### src/rtl/calc_pkg.sv
// Shared types and constants for the calculator result path.
// Used by result_bcd_converter and bcd_add3.
package calc_pkg;

    typedef enum logic [1:0] {
        IDLE,
        SHIFT,
        DONE
    } conv_state_t;

    typedef logic [3:0] bcd_digit_t;

    localparam int CONV_DATA_W = 8;
    localparam int CONV_ITERS  = CONV_DATA_W + 1;

    localparam bcd_digit_t ADD3_THRESH = 4'd5;

endpackage

### src/rtl/bcd_add3.sv
// Single-digit double-dabble correction: digits of 5 or more get +3
// so that the following left shift carries correctly into the next digit.
module bcd_add3
    import calc_pkg::*;
(
    input  bcd_digit_t digit_i,
    output bcd_digit_t digit_o
);

    // Pre-shift correction of one BCD digit
    assign digit_o = (digit_i >= ADD3_THRESH) ? bcd_digit_t'(digit_i + 4'd3) : digit_i;

endmodule

### src/rtl/result_bcd_converter.sv
// Sequential binary-to-BCD converter (double dabble, one bit per cycle).
// Optional feature macro: SIGNED_RESULT_EN (two's complement sum, sign on neg).
module result_bcd_converter
    import calc_pkg::*;
#(
    parameter int DATA_W = CONV_DATA_W,
    parameter int DIGITS = 3
) (
    input  logic                  clk,
    input  logic                  reset,
    input  logic                  in_valid,
    output logic                  in_ready,
    input  logic [DATA_W-1:0]     sum,
    input  logic                  carry,
    input  logic                  overflow,
    output logic                  out_valid,
    input  logic                  out_ready,
    output logic [4*DIGITS-1:0]   bcd,
    output logic                  neg,
    output logic                  err
);

    localparam int VAL_W = DATA_W + 1;
    localparam int BCD_W = 4 * DIGITS;
    localparam int CNT_W = $clog2(VAL_W + 1);
    localparam logic [CNT_W-1:0] LAST_ITER = CNT_W'(VAL_W - 1);

    conv_state_t        state_q;
    logic [CNT_W-1:0]   cnt_q;
    logic [VAL_W-1:0]   val_q;
    logic [BCD_W-1:0]   acc_q;
    logic [BCD_W-1:0]   bcd_q;
    logic               neg_q;
    logic               err_q;
    logic               in_ready_q;
    logic               out_valid_q;

    logic [BCD_W-1:0]   acc_adj;
    logic [BCD_W-1:0]   acc_d;
    logic [VAL_W-1:0]   val_d;
    logic [VAL_W-1:0]   load_val;
    logic               load_neg;

`ifdef SIGNED_RESULT_EN
    logic [DATA_W-1:0]  mag;
    logic               unused_carry;

    // Signed operand: convert the magnitude, report the sign separately
    always_comb begin
        unused_carry = carry;
        load_neg     = sum[DATA_W-1];
        mag          = load_neg ? DATA_W'(~sum + 1'b1) : sum;
        load_val     = {1'b0, mag};
    end
`else
    // Unsigned operand: carry is the ninth bit of the value
    always_comb begin
        load_neg = 1'b0;
        load_val = {carry, sum};
    end
`endif

    genvar g;
    generate
        for (g = 0; g < DIGITS; g++) begin : g_add3
            bcd_add3 u_add3 (
                .digit_i (acc_q[4*g +: 4]),
                .digit_o (acc_adj[4*g +: 4])
            );
        end
    endgenerate

    // One double-dabble step: corrected digits and value shift left as one word
    always_comb begin
        acc_d = {acc_adj[BCD_W-2:0], val_q[VAL_W-1]};
        val_d = {val_q[VAL_W-2:0], 1'b0};
    end

    // Converter FSM with registered handshake and result outputs
    always_ff @(posedge clk) begin
        if (reset) begin
            state_q     <= IDLE;
            cnt_q       <= '0;
            val_q       <= '0;
            acc_q       <= '0;
            bcd_q       <= '0;
            neg_q       <= 1'b0;
            err_q       <= 1'b0;
            in_ready_q  <= 1'b1;
            out_valid_q <= 1'b0;
        end else begin
            unique case (state_q)
                IDLE: begin
                    if (in_valid) begin
                        val_q      <= load_val;
                        acc_q      <= '0;
                        neg_q      <= load_neg;
                        err_q      <= overflow;
                        cnt_q      <= '0;
                        in_ready_q <= 1'b0;
                        state_q    <= SHIFT;
                    end
                end
                SHIFT: begin
                    acc_q <= acc_d;
                    val_q <= val_d;
                    if (cnt_q == LAST_ITER) begin
                        bcd_q       <= acc_d;
                        cnt_q       <= '0;
                        out_valid_q <= 1'b1;
                        state_q     <= DONE;
                    end else begin
                        cnt_q <= cnt_q + 1'b1;
                    end
                end
                DONE: begin
                    if (out_ready) begin
                        out_valid_q <= 1'b0;
                        in_ready_q  <= 1'b1;
                        state_q     <= IDLE;
                    end
                end
                default: begin
                    state_q     <= IDLE;
                    in_ready_q  <= 1'b1;
                    out_valid_q <= 1'b0;
                end
            endcase
        end
    end

    assign in_ready  = in_ready_q;
    assign out_valid = out_valid_q;
    assign bcd       = bcd_q;
    assign neg       = neg_q;
    assign err       = err_q;

endmodule
### config.mk
export PLATFORM = sky130hd
export DESIGN_NAME = result_bcd_converter
export DESIGN_NICKNAME = d
export VERILOG_FILES = /design/src/rtl/calc_pkg.sv /design/src/rtl/bcd_add3.sv /design/src/rtl/result_bcd_converter.sv
export SDC_FILE = /design/constraint.sdc
export NUM_CORES = 1
export LEC_CHECK = 0
export CORE_MARGIN = 8
export CORE_UTILIZATION = 55
export CTS_CLUSTER_SIZE = 30
export DETAILED_ROUTE_END_ITERATION = 6
export GPL_TIMING_DRIVEN = 0
export PLACE_DENSITY = 0.88
export SLEW_MARGIN = 20
export SYNTH_ARGS = -nofsm -noshare
export SYNTH_HDL_FRONTEND = slang
export SYNTH_HIERARCHICAL = 1
export SYNTH_SLANG_ARGS = --single-unit
### constraint.sdc
create_clock -name clk -period 3.8 [get_ports clk]
set_input_delay 0.76 -clock clk [delete_from_list [all_inputs] [get_ports clk]]
set_output_delay 0.76 -clock clk [all_outputs]
set_load 0.005 [all_outputs]
==> out/metrics.yaml, run 1 <==
fin_crit_sh_pct: 55.1
cts_resized: 0
multi_input_area_sq_um: 1030
maxSlewViolCount: 0
path_clk_slew_ns: 0.11
insertion_delay_ns: 0.35
period_minus_slack_ns: 2.10
drc: 0
syn_to_final_growth_pct: 18.8
final_nets: 309
cts.sinks: 42
startpoint: "in_valid"
pre_cts_slack_ns: 1.32
fin_worst_skew_ns: 0.00680
hold_end: "err$_SDFFE_PP0P_"
place_inst: 328
drtPass1Iterations: 4
power_leakage_uw: 0.000856
hold-worst-slack_ns: 0.473
r2r_start: "cnt_q[0]$_SDFFE_PP0P_"
vdd_drop_max_v: 0.000317
start_util_pct: 55.8
numCtsBuffers: 5
n_antenna_cell: 0
grt_max_degree: 12
io_pins: 30
wl_met1_mm: 2.03
hold_class: "reg2reg"
cts_tree: "yes"
max_freq_mhz: 477
synth_area_sq_um: 2000
antenna_found_initial: 0
num_vias: 1825
critPathArrivalTime_ns: 2.32
port_buffers: 27
reg2reg_depth: 6
r2r_slack_ns: 2.07
final-seq-area_sq_um: 841
cts_hold_buf: 0
rsz0062_at_grt: "no"
syn-num-nets: 275
worstPathMaxFanout: 10
final_cell_mix: "43 x nand2_1, 42 x dfxtp_1, 30 x a21oi_1"
max_slew_margin_pct: 57.9
fin_cells: 335
place_congestion: 0.830
whs_path_depth: 2
core-area_sq_um: 3580
root_buffer: "clkbuf_4"
drt_first_iter_violations: 141
final-hold-violation-count: 0
cp-start-kind: "input port"
crit_required_ns: 4.03
p_per_area_nw_per_um2: 337
status: "finished clean"
gr-total-overflow: 0
wl_met2_mm: 2.22
final_util_pct: 66.3
track_usage_pct: 16.4
setup_viol: 0
critPathKind: "in2reg"
drive_gt1_share_pct: 8.36
worstMarginPinSlew_ns: 0.631
drt-total-wl_mm: 4.58
cp-end-kind: "flop"
grt_pass1_vias: 1774
wl_met3_um: 258
routed.top_layer: "met4"
dieArea_sq_um: 5820
syn_inst: 253
worstHoldStart: "err$_SDFFE_PP0P_"
die_w_um: 76.3
antenna_left: 0
cts_setup_buffers: 0
maxCapViolCount: 0
htree_levels: 2
rows: 22
grt_pass1_wl_mm: 7.91
via_per_inst: 5.45
syn_avg_cell_area_sq_um: 7.90
wl_per_cell_um: 13.7
dp_hpwl_mm: 3.41
rr_endpoint: "cnt_q[2]$_SDFFE_PP0P_"
setup_tns_ns: 0
setup_slack_ns: 1.70
nFillCells: 313
layout_commonest_cell: "nand2_1"
die_h_um: 76.3
yosysWarningCount: 6
clockBufferDepth: 2
stage by stage:
step                      instance area [sq um]  power (uW)
after floorplan                            2000         561
after global placement                     2330         601
after detailed placement                   2330         605
after CTS                                  2370         806
after global routing                       2370         844
final                                      2370         800
routing by layer:
metal | up-vias | GRT usage (%)
met5 | - | 0
met4 | 0 | 8.85
met3 | 7 | 4.36
met2 | 48 | 26.7
met1 | 836 | 19.1
li1 | 934 | -
critical path, stage by stage:
cell and delay [ns]:
clkdlybuf4s50_1 0.56, or3b_2 0.46, clkbuf_1 0.17, buf_2 0.22, nand3_1 0.10, a21oi_1 0.06
sequential cells by signal (all words and copies together), names as in the netlist:
| name | count |
|---|---|
| out_valid | 1 |
| cnt_q | 4 |
| val_q | 9 |
| state_q | 2 |
| acc_q | 12 |
| in_ready | 1 |
| bcd | 12 |
| err | 1 |
cell type report:
class                           count  share of cell area (%)
Sequential cell                    42                    35.4
Buffer                             20                    3.90
Clock buffer                        7                    1.90
Timing Repair Buffer               27                    11.4
Tap cell                           48                    2.53
Multi-Input combinational cell    183                    43.6
Inverter                            8                    1.27
how the worst max path moves through the flow:
stage / end / cells past startpoint / slack [ns]
floorplan: acc_q[10]$_SDFFE_PP0P_ / 5 / 2.04
global placement: cnt_q[1]$_SDFFE_PP0P_ / 6 / 1.36
detailed placement: acc_q[6]$_SDFFE_PP0P_ / 6 / 1.32
CTS: acc_q[6]$_SDFFE_PP0P_ / 6 / 1.71
global route: acc_q[9]$_SDFFE_PP0P_ / 6 / 1.64
finish: cnt_q[1]$_SDFFE_PP0P_ / 6 / 1.70
power by group:
part	total (uW)	internal, uW	switching (uW)	leakage [uW]
clock	204	69.9	134	0.0000254
sequential	471	458	13.1	0.000341
combinational	125	50.5	74.4	0.000489
total	800	578	222	0.000856
Power figures use the tool's default switching activity.
==> run 2, diff against run 1 <==
Settings changed: CORE_UTILIZATION 55 to 48, PLACE_DENSITY 0.88 to 0.82.
Clock period 3.8 ns to 1.71 ns, I/O delays scaled along.
==> run 2 against run 1 <==
Clock skew decreased by 0.00076 ns. Sequential power increased by 120%. Critical path type unchanged. Cell count stayed put. Via count increased by 1.3%. Die area is 11% higher. Sequential cell count unchanged.
==> out/metrics.yaml, run 2 (synthesis gave the netlist of run 1 again) <==
status: "finished clean"  # unchanged
cts.sinks: 42  # unchanged
rows: 23  # was 22
antenna_left: 0  # unchanged
dieArea_sq_um: 6480  # was 5820 sq um
pre_cts_slack_ns: -0.341  # was 1.32 ns
insertion_delay_ns: 0.29  # was 0.35 ns
fin_cells: 335  # unchanged
antenna_found_initial: 0  # unchanged
start_util_pct: 50.0  # was 55.8%
cts_hold_buf: 0  # unchanged
numCtsBuffers: 5  # unchanged
dp_hpwl_mm: 3.37  # was 3.41 mm
fin_worst_skew_ns: 0.00604  # was 0.00680 ns
path_clk_slew_ns: 0.08  # was 0.11 ns
drc: 0  # unchanged
max_freq_mhz: 614
layout_commonest_cell: "nand2_1"  # unchanged
via_per_inst: 5.52  # was 5.45
wl_per_cell_um: 13.9  # was 13.7 um
clockBufferDepth: 2  # unchanged
max_slew_margin_pct: 59.6  # was 57.9%
drive_gt1_share_pct: 9.47  # was 8.36%
setup_slack_ns: 0.0815  # was 1.70 ns
cp-start-kind: "input port"  # unchanged
place_inst: 330  # was 328
port_buffers: 27  # unchanged
final_nets: 308  # was 309
cts_setup_buffers: 0  # unchanged
setup_viol: 0  # unchanged
drt_first_iter_violations: 124  # was 141
syn_to_final_growth_pct: 20.9  # was 18.8%
crit_required_ns: 1.87  # was 4.03 ns
root_buffer: "clkbuf_8"  # was clkbuf_4
p_per_area_nw_per_um2: 811  # was 337 nW/um^2
hold_class: "in2reg"  # was reg2reg
worstMarginPinSlew_ns: 0.605  # was 0.631 ns
die_w_um: 80.5  # was 76.3 um
htree_levels: 2  # unchanged
gr-total-overflow: 0  # unchanged
critPathKind: "in2reg"  # unchanged
cts_tree: "yes"  # unchanged
final_cell_mix: "43 x nand2_1, 42 x dfxtp_1, 30 x a21oi_1"  # unchanged
grt_pass1_wl_mm: 7.68  # was 7.91 mm
num_vias: 1848  # was 1825
cp-end-kind: "flop"  # unchanged
place_congestion: 0.855  # was 0.830
vdd_drop_max_v: 0.000450  # was 0.000317 V
die_h_um: 80.5  # was 76.3 um
track_usage_pct: 14.9  # was 16.4%
rsz0062_at_grt: "no"  # unchanged
grt_max_degree: 12  # unchanged
grt_pass1_vias: 1725  # was 1774
final-hold-violation-count: 0  # unchanged
final_util_pct: 60.4  # was 66.3%
maxCapViolCount: 0  # unchanged
critPathArrivalTime_ns: 1.79  # was 2.32 ns
io_pins: 30  # unchanged
maxSlewViolCount: 0  # unchanged
period_minus_slack_ns: 1.63
n_antenna_cell: 0  # unchanged
worstPathMaxFanout: 10  # unchanged
drt-total-wl_mm: 4.67  # was 4.58 mm
fin_crit_sh_pct: 95.2
core-area_sq_um: 4000  # was 3580 sq um
drtPass1Iterations: 5  # was 4
power_leakage_uw: 0.000878  # was 0.000856 uW
==> run 2: repair_timing <==
item | in CTS | in global routing
gates resized for setup | 2 | 3
pin swaps | 0 | 1
endpoints found under the setup margin | 16 | 10
==> run 2: final cells by class <==
class,count,area [sq um]
sequential,42,841
clock buffer,6,82.6
fill,358,1590
inverter,8,30.0
multi-input combinational,183,1030
tap,50,62.6
timing repair buffer,27,270
buffer,19,93.8
==> run 2: per-layer routing <==
layer  global-route usage, %  share of wire, %  wire [um]
met5                       0                 0          0
met4                    8.55               2.1         99
met3                    2.79               4.4        207
met2                    24.1                49       2290
met1                    17.9                44       2070
==> run 2: through the flow <==
stage               instance area (sq um)  power, uW  TNS, ns  hold WS (ns)
detailed placement                   2330       1340    -4.39         0.462
finish                               2410       1960        0         0.390
global route                         2410       2040        0         0.441
global placement                     2330       1340    -4.00         0.449
floorplan                            2000       1250        0         0.446
CTS                                  2410       1970        0         0.383
==> run 2: where the power goes <==
group          leakage (uW)  switching [uW]  internal [uW]
logic              0.000493             164            113
clock network     0.0000431             323            312
registers          0.000341            30.2           1020
total              0.000878             517           1440
==> run 2: worst paths after layout <==
check / slack (ns) / from / to / cells after the start
setup / recovery: 0.08 / in_valid / acc_q[10]$_SDFFE_PP0P_ / 5
hold / removal: 0.39 / reset / val_q[8]$_SDFFE_PP0P_ / 2
setup reg to reg: 0.11 / cnt_q[0]$_SDFFE_PP0P_ / cnt_q[2]$_SDFFE_PP0P_ / 6
hold reg to reg: 0.47 / err$_SDFFE_PP0P_ / err$_SDFFE_PP0P_ / 2
==> run 2: critical path: stages <==
cell             delay (ns)
clkdlybuf4s50_1        0.54
or3b_2                 0.55
buf_4                  0.21
nand3_1                0.08
a21oi_1                0.07
==> run 3, diff against run 2 <==
Settings changed: CELL_PAD_IN_SITES_DETAIL_PLACEMENT set to 1, CELL_PAD_IN_SITES_GLOBAL_PLACEMENT set to 1, CORE_UTILIZATION 48 to 35, PLACE_DENSITY 0.82 to 0.81.
==> run 3 against run 2 <==
Die area grew 29%. Setup slack gained 0.023 ns. Sequential share of layout area is 0.83 points lower. Cell area grew 2.7%. First-iteration DRC count down 47%. Combinational power up 5%. Global-route usage decreased by 1.3 points. Sequential cell count stayed put. Cell count grew 7.2%. Clock skew fell by 0.00091 ns. Non-clock buffer count unchanged. Critical endpoint is now cnt_q[3]$_SDFFE_PP0P_. Largest power group unchanged. Highest routed layer unchanged.
==> out/metrics.yaml, run 3 (synthesis gave the netlist of run 1 again) <==
top_usage_layer: "met2"  # unchanged
p_per_area_nw_per_um2: 840  # was 811 nW/um^2
max_freq_mhz: 623  # was 614 MHz
rr_endpoint: "bcd[6]$_SDFFE_PP0P_"  # was cnt_q[2]$_SDFFE_PP0P_
clkPwrFrac_pct: 35.8  # was 32.4%
wl_per_cell_um: 15.4  # was 13.9 um
setup_tns_ns: 0  # unchanged
rows: 27  # was 23
final-seq-area_sq_um: 843  # was 841 sq um
io_pins: 30  # unchanged
cts_tree: "yes"  # unchanged
critPathBufInv: 1  # was 2
fin_crit_sh_pct: 93.9  # was 95.2%
final_cell_mix: "43 x nand2_1, 40 x dfxtp_1, 30 x a21oi_1"  # was 43 x nand2_1, 42 x dfxtp_1, 30 x a21oi_1
nFillCells: 677  # was 358
grt_pass1_wl_mm: 9.29  # was 7.68 mm
switchingPower_uw: 545  # was 517 uW
maxCapViolCount: 0  # unchanged
final_nets: 308  # unchanged
cpMaxStageDelayCell: "clkdlybuf4s50_1"  # was or3b_2
dp_hpwl_mm: 4.00  # was 3.37 mm
grtUsageMet1_pct: 16.2  # was 17.9%
met2_usage_pct: 22.9  # was 24.1%
track_usage_pct: 13.6  # was 14.9%
cp-start-kind: "input port"  # unchanged
status: "finished clean"  # unchanged
critPathArrivalTime_ns: 1.79  # about the same
clockBufferDepth: 2  # unchanged
setup_viol: 0  # unchanged
stdcell_area_sq_um: 2480  # was 2410 sq um
switching_share_pct: 26.1  # was 26.4%
place_inst: 352  # was 330
die_h_um: 91.6  # was 80.5 um
grt_max_degree: 13  # was 12
grt_pass1_vias: 1900  # was 1725
num_vias: 1880  # was 1848
place_congestion: 0.794  # was 0.855
drc: 0  # unchanged
multi_input_area_sq_um: 1040  # was 1030 sq um
start_util_pct: 36.3  # was 50.0%
n_antenna_cell: 0  # unchanged
cts.sinks: 42  # unchanged
post_dp_cell_area_sq_um: 2360  # was 2330 sq um
cp-end-kind: "flop"  # unchanged
htree_levels: 2  # unchanged
critPathKind: "in2reg"  # unchanged
root_buffer: "clkbuf_8"  # unchanged
drive_gt1_share_pct: 11.1  # was 9.47%
cpPeakStageDelay_ns: 0.56  # was 0.55 ns
insertion_delay_ns: 0.29  # about the same
syn_to_final_growth_pct: 24.2  # was 20.9%
period_minus_slack_ns: 1.61  # was 1.63 ns
p_comb_share_pct: 13.9  # was 14.1%
cts_setup_buffers: 0  # unchanged
antenna_found_initial: 0  # unchanged
die_w_um: 91.6  # was 80.5 um
fin_worst_skew_ns: 0.00513  # was 0.00604 ns
reg2reg_depth: 7  # was 6
numCtsBuffers: 5  # unchanged
worstMarginPinSlew_ns: 0.688  # was 0.605 ns
p_seq_share_pct: 50.3  # was 53.5%
worstPathMaxFanout: 5  # was 10
max_slew_margin_pct: 54.1  # was 59.6%
power_leakage_uw: 0.000891  # was 0.000878 uW
crit_required_ns: 1.89  # was 1.87 ns
path_cells: "clkdlybuf4s50_1 > o21bai_2 > or3_1 > a2111oi_2"  # was clkdlybuf4s50_1 > or3b_2 > buf_4 > nand3_1 > a21oi_1
hold_end: "val_q[8]$_SDFFE_PP0P_"  # unchanged
whs_path_depth: 2  # unchanged
layout_commonest_cell: "nand2_1"  # unchanged
r2r_start: "acc_q[5]$_SDFFE_PP0P_"  # was cnt_q[0]$_SDFFE_PP0P_
cts_hold_buf: 0  # unchanged
r2r_slack_ns: 0.13  # was 0.11 ns
worstHoldStart: "reset"  # unchanged
drtPass1Iterations: 4  # was 5
rsz0062_at_grt: "no"  # unchanged
fin_cells: 359  # was 335
dieArea_sq_um: 8380  # was 6480 sq um
path_clk_slew_ns: 0.08  # about the same
vdd_drop_max_v: 0.000346  # was 0.000450 V
met3_usage_pct: 3.13  # was 2.79%
hold_class: "in2reg"  # unchanged
gr-total-overflow: 0  # unchanged
antenna_left: 0  # unchanged
drt_first_iter_violations: 66  # was 124
core-area_sq_um: 5510  # was 4000 sq um
critPathTopFamily: "buffers and inverters"  # unchanged
port_buffers: 27  # unchanged
via_per_inst: 5.24  # was 5.52
final-hold-violation-count: 0  # unchanged
intPower_uw: 1540  # was 1440 uW
setup_slack_ns: 0.104  # was 0.0815 ns
drt-total-wl_mm: 5.53  # was 4.67 mm
maxSlewViolCount: 0  # unchanged
pre_cts_slack_ns: -0.385  # was -0.341 ns
[run 3: per-layer routing]
metal  vias to the layer above  part of all wire, %
met3                         6                  3.3
met4                         0                  1.2
met5                         -                    0
li1                        937                    -
met1                       909                   46
met2                        28                   50
[run 3: power by group through the flow]
stage | Clock (uW) | Combinational [uW] | Sequential, uW
global route | 818 | 324 | 1050
floorplan | 0 | 184 | 1060
CTS | 768 | 290 | 1050
detailed placement | 0 | 288 | 1070
finish | 746 | 290 | 1050
global placement | 0 | 282 | 1070
[run 3: final cells by class]
cell class | instances | share of cell area [%]
flip-flops and latches | 42 | 34.0
repair buffers | 27 | 10.9
multi-input cells | 183 | 42.0
inverters | 8 | 1.21
clock buffers | 8 | 4.44
well taps | 72 | 3.63
plain buffers | 19 | 3.88
[run 3: how the worst max path moves through the flow]
stage,startpoint,cells past startpoint,end
final,in_valid,4,cnt_q[3]$_SDFFE_PP0P_
after global routing,acc_q[5]$_SDFFE_PP0P_,7,bcd[6]$_SDFFE_PP0P_
after CTS,in_valid,5,acc_q[10]$_SDFFE_PP0P_
after detailed placement,in_valid,6,acc_q[10]$_SDFFE_PP0P_
after global placement,in_valid,6,acc_q[6]$_SDFFE_PP0P_
after floorplan,state_q[1]$_SDFFE_PP0P_,5,acc_q[10]$_SDFFE_PP0P_
[run 3: repair_timing]
item	in CTS	in global routing
setup endpoints to repair	19	15
pin swaps	0	2
resized for setup	2	8
[run 3: per-stage QoR]
| stage | total power (uW) | hold WS (ns) | util (%) |
|---|---|---|---|
| after floorplan | 1250 | 0.446 | - |
| after global placement | 1350 | 0.450 | 42.8 |
| after detailed placement | 1360 | 0.457 | 42.8 |
| after CTS | 2110 | 0.403 | 44.8 |
| after global routing | 2190 | 0.424 | 45.1 |
| final | 2080 | 0.406 | 45.1 |
[run 3: worst register-to-register path: cells and delay by family, from the launching register on]
kind	cells	cell delay [ns]
buffers and inverters	1	0.09
multiplexers	1	0.30
flip-flops	1	0.35
AO/OA/AOI/OAI	2	0.33
AND/OR/NAND/NOR	2	0.27
adder cells (fa/ha/maj)	1	0.18
